File: src/rtl/anim_sequencer.sv
// Per-frame horizontal scroll sequencer driven by vsync rising edges.
// Steps a wrapped x offset forward or back, with start-up and pause handling.
module anim_sequencer #(
  parameter int WRAP     = 400,
  parameter int MIN_STEP = 1
) (
  input  logic       clk,
  input  logic       rst_n,
  input  logic       vsync,
  input  logic [3:0] speed_in,
  input  logic       dir_in,
  input  logic       pause_in,
  output logic       frame_tick,
  output logic [9:0] x_offset,
  output logic       running,
  output logic [7:0] frame_count
);

  localparam logic [1:0] IDLE  = 2'd0;
  localparam logic [1:0] RUN   = 2'd1;
  localparam logic [1:0] PAUSE = 2'd2;

  localparam logic [10:0] WRAP_W = 11'(WRAP);
  localparam logic [10:0] MIN_W  = 11'(MIN_STEP);

  logic        vsync_q;
  logic [1:0]  state;
  logic [10:0] step;
  logic [10:0] sum;
  logic [10:0] diff;
  logic [10:0] next_off;

  // One extra bit: diff[10] flags a negative result before wrapping.
  always_comb begin
    step = (speed_in == 4'd0) ? MIN_W : {7'd0, speed_in};
    sum  = {1'b0, x_offset} + step;
    diff = {1'b0, x_offset} - step;
    if (dir_in)
      next_off = diff[10] ? diff + WRAP_W : diff;
    else
      next_off = (sum >= WRAP_W) ? sum - WRAP_W : sum;
  end

  always_ff @(posedge clk) begin
    if (!rst_n) begin
      vsync_q     <= 1'b0;
      frame_tick  <= 1'b0;
      state       <= IDLE;
      x_offset    <= 10'd0;
      running     <= 1'b0;
      frame_count <= 8'd0;
    end else begin
      vsync_q    <= vsync;
      frame_tick <= vsync & ~vsync_q;
      if (frame_tick) begin
        case (state)
          IDLE: begin
            state   <= RUN;
            running <= 1'b1;
          end
          default: begin
            if (pause_in) begin
              state <= PAUSE;
            end else begin
              state       <= RUN;
              x_offset    <= next_off[9:0];
              frame_count <= frame_count + 8'd1;
            end
          end
        endcase
      end
    end
  end

endmodule

File: config.mk
export PLATFORM = sky130hd
export DESIGN_NAME = anim_sequencer
export DESIGN_NICKNAME = d
export VERILOG_FILES = /design/src/rtl/anim_sequencer.sv
export SDC_FILE = /design/constraint.sdc
export NUM_CORES = 1
export LEC_CHECK = 0
export BUFFER_PORTS_ARGS = -buffer_cell sky130_fd_sc_hd__buf_2
export CAP_MARGIN = 40
export CORE_MARGIN = 1.5
export CORE_UTILIZATION = 40
export DETAILED_ROUTE_END_ITERATION = 10
export GPL_ROUTABILITY_DRIVEN = 0
export MAX_ROUTING_LAYER = met4
export PLACE_DENSITY_LB_ADDON = 0.3
export SLEW_MARGIN = 40
export SYNTH_ARGS = -nofsm -noshare
export SYNTH_HDL_FRONTEND = slang
export SYNTH_SLANG_ARGS = --single-unit
File: constraint.sdc
create_clock -name clk -period 3.97 [get_ports clk]
set_input_delay 0.5955 -clock clk [delete_from_list [all_inputs] [get_ports clk]]
set_output_delay 0.5955 -clock clk [all_outputs]
set_load 0.005 [all_outputs]
Word level (Yosys, flattened, before mapping)
Cells that the tools add are included.

Input port bits: 9. Output and inout bits: 20. Register bits after elaboration: 23.

Add/sub/neg operators: 5. Bitwise gates (word level): 4. Muxes and demuxes: 6. Reductions and logical operators: 4. Magnitude comparators: 1.

Operators by type and width (count): 10-bit 2-to-1 mux (3); 10-bit by 4-bit adder with 11-bit output (1); 11-bit by 9-bit greater-or-equal comparator with 1-bit output, second input constant (1); 10-bit by 4-bit subtractor with 11-bit output (1); 10-bit by 9-bit adder with 10-bit output, second input constant (1); 10-bit by 9-bit subtractor with 10-bit output, second input constant (1); 8-bit by 1-bit adder with 8-bit output, second input constant (1); 4-bit logical NOT (1); 2-bit 2-to-1 mux (2); 4-bit 2-to-1 mux (1); 1-bit NOT (3); 3-bit AND reduction (1); 2-bit logical NOT (1); 2-bit AND reduction (1); 1-bit bitwise AND (1).

Longest topological paths before layout
Gate-level depths: netlist (run 1).

Depth after elaboration: 6. Mapped depth: 16. Gate-level depth less buffers: 16.

Least setup slack after synthesis (run 1)
Ideal clock, no wire load.

Kind: input -> register. Start: input port speed_in[2]. End: register x_offset[5]. Required time: 3.878 ns. Data arrival time: 3.208 ns. Stages: 14. Setup slack: 0.670 ns. Path through: inv_1 -> a31o_2 -> ha_1 -> fa_1 -> nand2b_1 -> a21oi_1 -> xnor2_1 -> ha_1 -> nand4_1 -> mux2_1 -> and4_1 -> o31ai_4 -> a211oi_1 -> o32ai_1.

Longest elaborated chain between the ends: 6.

RTL lines: start: declaration (RTL line 10) `input logic [3:0] speed_in,`; 4-bit logical NOT (RTL line 35) `step = (speed_in == 4'd0) ? MIN_W : {7'd0, speed_in};`; 4-bit 2-to-1 mux * (RTL line 35); 10-bit by 4-bit adder with 11-bit output / 10-bit by 4-bit subtractor with 11-bit output (equally long branches) (RTL line 36, 37); 10-bit by 9-bit subtractor with 10-bit output (tied with other cells) (RTL line 41) `next_off = (sum >= WRAP_W) ? sum - WRAP_W : sum;`; 10-bit 2-to-1 mux (on tied branches) (RTL line 41, 39); 10-bit 2-to-1 mux * (RTL line 38) `if (dir_in)`; end signal: assignment (RTL line 66) `x_offset <= next_off[9:0];`; end: declaration (RTL line 14) `output logic [9:0] x_offset,`.

Every way passes the cells marked *; elsewhere a longest branch is shown, timed or not. A chain may end at the register's enable or synchronous reset.

Worst setup path after layout (run 1)
Start: input port speed_in[1]. End: register x_offset[5].

The elaborated chain is that of the path after synthesis.

==> summary.md, run 1 <==
| Metric | Value |
|---|---|
| TNS Setup | `0 ns` |
| Tmin final | `3.51 ns` |
| Final Instance Count excl. Fillers | `305` |
| Min-delay src | `vsync_q$_SDFF_PN0_` |
| Dpl cell area | `0.00206 mm^2` |
| RR Endpoint | `x_offset[5]$_SDFFE_PN0P_` |
| DR iter-0 viols | `91` |
| Clock buffer depth | `2` |
| HP Class | `reg2reg` |
| Synth area leaders | `dfxtp_1 24%, ha_1 7.9%, xnor2_1 5.1%` |
| Synth Area in XOR/XNOR | `0.0788` |
| DR vias | `1683` |
| Synth Instances | `230` |
| Die width | `71.8 um` |
| Worst-Skew Late Latency | `0.26 ns` |
| Max-slew violation count | `0` |
| Total global-route track usage | `0.176` |
| Area of the die | `0.00515 mm^2` |
| Placed Cells | `301` |
| Area leader, netlist | `dfxtp_1` |
| H-tree Lvls | `1` |
| Maxcap violations | `0` |
| Slowest cell on the critical path | `fa_1` |
| Antenna Nets Post-Route | `0` |
| Core area | `0.00444 mm^2` |
| Post-Route WL | `4180 um` |
| Nets | `277` |
| Final setup viols | `0` |
| Post-synthesis register bit count | `23` |
| Max-slew headroom | `0.679` |
| Compound-cell area share of the yosys netlist | `0.234` |
| Critical Path AT | `3.69 ns` |
| R2R setup slack | `0.87 ns` |
| CTS Hold Bufs | `0` |
| Post-CTS Setup Bufs | `0` |
| Adder-cell share of the synthesized area | `0.101` |
| Layout area overhead | `11.5%` |
| First-pass GRT wire length | `7150 um` |
| Critical Path Sink Type | `flip-flop` |
| Routed vias/inst | `5.52` |
| Row Count | `24` |
| Antenna Cells | `0` |
| Worst reg2reg path depth | `12` |
| Cell chain of the critical path | `buf_2 > inv_1 > a31o_2 > ha_1 > fa_1 > nand2b_1 > a21oi_1 > xnor2_1 > ha_1 > nand4_1 > mux2_1 > and4_1 > o31ai_4 > a211oi_1 > o32ai_1` |
| Slew @ Worst Pin | `0.481 ns` |
| Vias in the first global route | `1527` |
| Largest net degree at the start of global routing | `24` |
| Worst EP required | `4.15 ns` |
| Starting Density | `0.425` |
| CP Depth | `15` |
| Yosys warning count | `0` |
| Root Driver | `clkbuf_8` |
| Startpoint Class | `input pin` |
| Routed length per placed instance | `13.7 um` |
| Cell family with most CP delay | `compound AO/OA/AOI/OAI gates` |
| Critical Path Most Common Cell | `ha_1` |
| Post-DP HPWL | `3250 um` |
| CP peak stage delay | `0.43 ns` |
| Global route overflow | `0` |
| Simple-Gate Fraction of Synth Area | `0.258` |
| Final critical-path share of the clock period | `0.883` |
| Ys flop type | `dfxtp_1` |
| Finished Cell Area | `0.00211 mm^2` |
| Synth Cell Area | `0.00189 mm^2` |
| Post-synth EDFFs | `0` |
| Worst vdd ir | `0.000216 V` |
| CP Buf/Inv Count | `2` |
| TritonCTS clock tree | `built` |
| Clock Skew | `0.00963 ns` |
| Number of clock sinks | `23` |
| Fraction of layout cells with a size suffix above 1 | `0.190` |
| Largest family of logic cells by synthesized area | `simple AND/OR/NAND/NOR gates` |
| Max frequency | `285 MHz` |
| PostCTS Resize Cnt | `0` |
| Crit Path Category | `in2reg` |
| Status | `finished clean` |
| Synth cell types | `55` |
| Clock transition at path regs | `0.09 ns` |
| Crit-path max FO | `4` |
| Synth top area share | `0.244` |
| TritonCTS buffer count | `3` |
| Post-synthesis mux area share | `0.0331` |
| Drt first pass iters | `6` |
| Sequential share of the synthesized area | `0.244` |
| Synth async-reset ratio | `0` |
| Final core utilization | `0.474` |
| Hold Path End | `frame_tick$_SDFF_PN0_` |
| Leak | `0.933 nW` |
| Power Dens Cells | `220 mW/mm^2` |
| Ports | `29` |
| Antenna violations before repair | `0` |
| RSZ-0062 raised after global routing | `false` |
| Hold Violations, Final | `0` |
| Die Height | `71.8 um` |
| Syn_area_per_cell | `8.22 um^2` |
| Synthesized net count | `253` |
| Post-detailed-route DRC marker count | `0` |
| Reg-to-Reg Start | `x_offset[0]$_SDFFE_PN0P_` |
| Depth of the worst hold-timing path | `1` |
| # port buffers | `28` |
==> worst max path at each step <==
stage                start                  endpoint  slack, ns
6_report       speed_in[1]  x_offset[5]$_SDFFE_PN0P_       0.46
5_1_grt        speed_in[1]  x_offset[5]$_SDFFE_PN0P_       0.27
4_1_cts        speed_in[1]  x_offset[5]$_SDFFE_PN0P_       0.47
3_5_place_dp   speed_in[1]  x_offset[5]$_SDFFE_PN0P_       0.19
3_3_place_gp   speed_in[1]  x_offset[5]$_SDFFE_PN0P_       0.21
2_1_floorplan  speed_in[2]  x_offset[5]$_SDFFE_PN0P_       0.67
==> stage by stage <==
step	total power [mW]	setup WS (ns)	hold slack, ns
floorplan	0.305	0.670	0.367
global placement	0.326	0.212	0.370
global route	0.493	0.274	0.414
finish	0.465	0.465	0.390
CTS	0.473	0.472	0.393
detailed placement	0.326	0.188	0.386
==> area by class of cell <==
cell class | instances | area [um^2]
fill | 458 | 2340
multi-input combinational | 184 | 1330
sequential | 23 | 460
timing repair buffer | 31 | 163
tap | 52 | 65.1
clock buffer | 3 | 41.3
inverter | 11 | 41.3
clock inverter | 1 | 5.00
==> cells in the final DEF, fill, tap and decap left out, types with 9 or more instances in the layout <==
cell,Yosys,layout
buf_2,3,28
dfxtp_1,23,23
nand2_1,22,22
a21oi_1,12,12
ha_1,12,12
xnor2_1,11,11
and2_1,11,11
inv_1,10,10
nor2_1,9,9
==> report_power, final <==
part	internal [mW]	total, mW	switching [mW]
sequential	0.235	0.240	0.00538
clock	0.0699	0.144	0.0737
combinational	0.0359	0.0808	0.0448
total	0.341	0.465	0.124
==> routing by layer <==
layer / GRT usage / vias to the layer above / share of wire
li1: - / 877 / -
met1: 0.242 / 762 / 0.49
met2: 0.281 / 42 / 0.46
met3: 0.0338 / 2 / 0.053
met4: 0.0126 / 0 / 0.0019
met5: - / - / 0
==> state kept, by name, indices dropped and copies added (netlist names) <==
register and cells:
frame_count 8, vsync_q 1, frame_tick 1, x_offset 10
state 2, running 1
==> cells in the mapped netlist (4+ instances only) <==
| master | instances |
|---|---|
| dfxtp_1 | 23 |
| nand2_1 | 22 |
| a21oi_1 | 12 |
| ha_1 | 12 |
| and2_1 | 11 |
| xnor2_1 | 11 |
| inv_1 | 10 |
| nor2_1 | 9 |
| nor2b_1 | 8 |
| o21ai_0 | 8 |
| clkbuf_1 | 7 |
| nand2b_1 | 6 |
| xor2_1 | 6 |
| nand3_1 | 5 |
| nor4_1 | 5 |
| a211o_1 | 4 |
| a31oi_1 | 4 |
| and3_1 | 4 |
| mux2i_1 | 4 |
| nor3_1 | 4 |
| o211a_1 | 4 |
==> cell families (layout without fill, tap and decap cells) <==
family,count (synthesis),in the layout
AND/OR/NAND/NOR,88,88
AO/OA/AOI/OAI,59,59
flip-flops,23,23
buffers and inverters,23,46
XOR/XNOR,17,17
adder cells (fa/ha/maj),14,14
multiplexers,6,6
Note: power is estimated with default switching activity, not from simulation.
==> run 2, diff against run 1 <==
BUFFER_PORTS_ARGS = default   (was -buffer_cell sky130_fd_sc_hd__buf_2)
DONT_BUFFER_PORTS = 1   (was default)
==> run 2 against run 1 <==
  * The run now ends with DRC left
  * First-iteration DRC count grew 75%
  * Hold slack lost 0.0043 ns
  * Die area is the same
  * Count of clock-buffer cells in the layout grew 1
  * Clock skew shrank 0.0063 ns
  * Highest routed layer unchanged
==> summary.md, run 2 (synthesis results as in run 1) <==
| Metric | Value |
|---|---|
| RSZ-0062 raised after global routing | `false` |
| Routed length per placed instance | `15.4 um` |
| Clock buffer depth | `2` |
| Cell family with most CP delay | `compound AO/OA/AOI/OAI gates` |
| Vias in the first global route | `1485` |
| TNS Setup | `0 ns` |
| CP Buf/Inv Count | `1` |
| Met1 WL | `2130 um` |
| Critical Path AT | `3.67 ns` |
| TritonCTS buffer count | `3` |
| Hold Violations, Final | `0` |
| Clock transition at path regs | `0.08 ns` |
| DR vias | `1629` |
| Antenna violations before repair | `0` |
| Ports | `29` |
| Crit Path Category | `in2reg` |
| Drt first pass iters | `7` |
| Part of the power in registers | `0.533` |
| Max frequency | `288 MHz` |
| Worst vdd ir | `0.000159 V` |
| Startpoint Class | `input pin` |
| Antenna Nets Post-Route | `0` |
| Antenna Cells | `0` |
| Max Used Layer | `met4` |
| Worst EP required | `4.16 ns` |
| Max reg flops | `10` |
| Core area | `0.00444 mm^2` |
| Layout area overhead | `3.64%` |
| Final setup viols | `0` |
| Crit-path max FO | `4` |
| H-tree Lvls | `1` |
| Combinational share of power | `0.150` |
| Post-DP HPWL | `3210 um` |
| Final core utilization | `0.441` |
| Max-slew violation count | `0` |
| Switching Share | `0.254` |
| # port buffers | `0` |
| Leak | `0.783 nW` |
| Slew @ Worst Pin | `0.528 ns` |
| Routed vias/inst | `5.90` |
| Power Dens Cells | `231 mW/mm^2` |
| Largest net degree at the start of global routing | `24` |
| First-pass GRT wire length | `7270 um` |
| Post-CTS Setup Bufs | `0` |
| Seq. cell area | `460 um^2` |
| Global route overflow | `0` |
| Top flop regs | `x_offset (10), frame_count (8), state (2)` |
| Post-Route WL | `4260 um` |
| Fraction of layout cells with a size suffix above 1 | `0.0804` |
| Area occupied by multi-input gates | `0.00133 mm^2` |
| Met3 WL | `179 um` |
| Psw | `0.115 mW` |
| Commonest cells after routing, fill and taps aside | `23 x dfxtp_1, 22 x nand2_1, 12 x a21oi_1, 12 x ha_1` |
| Clock Skew | `0.00336 ns` |
| TritonCTS clock tree | `built` |
| Nets | `248` |
| Die width | `71.8 um` |
| CTS Hold Bufs | `0` |
| Cell chain of the critical path | `inv_1 > a31o_2 > ha_1 > fa_1 > nand2b_1 > a21boi_0 > or2_2 > xnor2_1 > ha_1 > nor2_1 > and2_1 > o311ai_1 > nand2_1 > a211o_1 > a21boi_1` |
| Placed Cells | `272` |
| Number of clock sinks | `23` |
| HP Class | `reg2reg` |
| Root Driver | `clkbuf_8` |
| CP peak stage delay | `0.40 ns` |
| Clk pwr share | `0.318` |
| Status | `complete, but fails checks` |
| Met2 wire len | `1940 um` |
| Total global-route track usage | `0.178` |
| Filler Cell Count | `444` |
| Max-slew headroom | `0.647` |
| Commonest non-fill, non-tap cell in the layout | `dfxtp_1` |
| Die Height | `71.8 um` |
| Final critical-path share of the clock period | `0.875` |
| PostCTS Resize Cnt | `0` |
| Critical Path Most Common Cell | `ha_1` |
| Failing checks | `DRC` |
| Post-detailed-route DRC marker count | `1` |
| DR iter-0 viols | `159` |
| Internal | `0.338 mW` |
| Worst-Skew Late Latency | `0.26 ns` |
| Starting Density | `0.425` |
| Critical Path Sink Type | `flip-flop` |
| Area of the die | `0.00515 mm^2` |
| Tmin final | `3.47 ns` |
| Reg with most FFs | `x_offset` |
| Maxcap violations | `0` |
| Row Count | `24` |
| Final Instance Count excl. Fillers | `276` |
| Slowest cell on the critical path | `fa_1` |
[run 2: final timing paths]
path | from | endpoint | slack [ns] | cells past startpoint
worst min-delay path | vsync_q$_SDFF_PN0_ | frame_tick$_SDFF_PN0_ | 0.39 | 1
worst min register to register | vsync_q$_SDFF_PN0_ | frame_tick$_SDFF_PN0_ | 0.39 | 1
worst max register to register | x_offset[0]$_SDFFE_PN0P_ | x_offset[8]$_SDFFE_PN0P_ | 0.62 | 14
worst max-delay path | speed_in[2] | x_offset[8]$_SDFFE_PN0P_ | 0.50 | 15
[run 2: cell type report]
type	instances	area share
Multi-Input combinational cell	184	0.680
Timing Repair Buffer	2	0.00766
Sequential cell	23	0.235
Inverter	11	0.0211
Tap cell	52	0.0332
Clock buffer	4	0.0230
[run 2: per-layer routing]
metal  GRT usage  vias to the layer above
met5           -                        -
met4      0.0252                        0
met3      0.0366                        2
met2       0.267                       39
met1       0.254                      766
li1            -                      822
[run 2: power by group through the flow]
stage | logic (mW) | registers, mW | clock network [mW]
finish | 0.0677 | 0.241 | 0.144
global route | 0.0760 | 0.242 | 0.162
CTS | 0.0678 | 0.241 | 0.150
detailed placement | 0.0671 | 0.247 | 0
global placement | 0.0670 | 0.247 | 0
floorplan | 0.0612 | 0.244 | 0
[run 2: worst reg2reg max path, delay by kind of cell (launching register included)]
kind | cells | cell delay [ns]
buffers and inverters | 1 | 0.07
XOR/XNOR | 1 | 0.16
adder cells (fa/ha/maj) | 3 | 0.85
flip-flops | 1 | 0.42
AO/OA/AOI/OAI | 4 | 1.06
AND/OR/NAND/NOR | 5 | 0.75
[run 2: stage by stage]
stage / setup slack, ns / hold WS (ns) / total power, mW / area [um^2]
floorplan: 0.670 / 0.367 / 0.305 / 1890
global placement: 0.292 / 0.370 / 0.314 / 1910
detailed placement: 0.288 / 0.374 / 0.314 / 1910
CTS: 0.514 / 0.386 / 0.459 / 1960
global route: 0.238 / 0.411 / 0.480 / 1960
finish: 0.498 / 0.385 / 0.453 / 1960
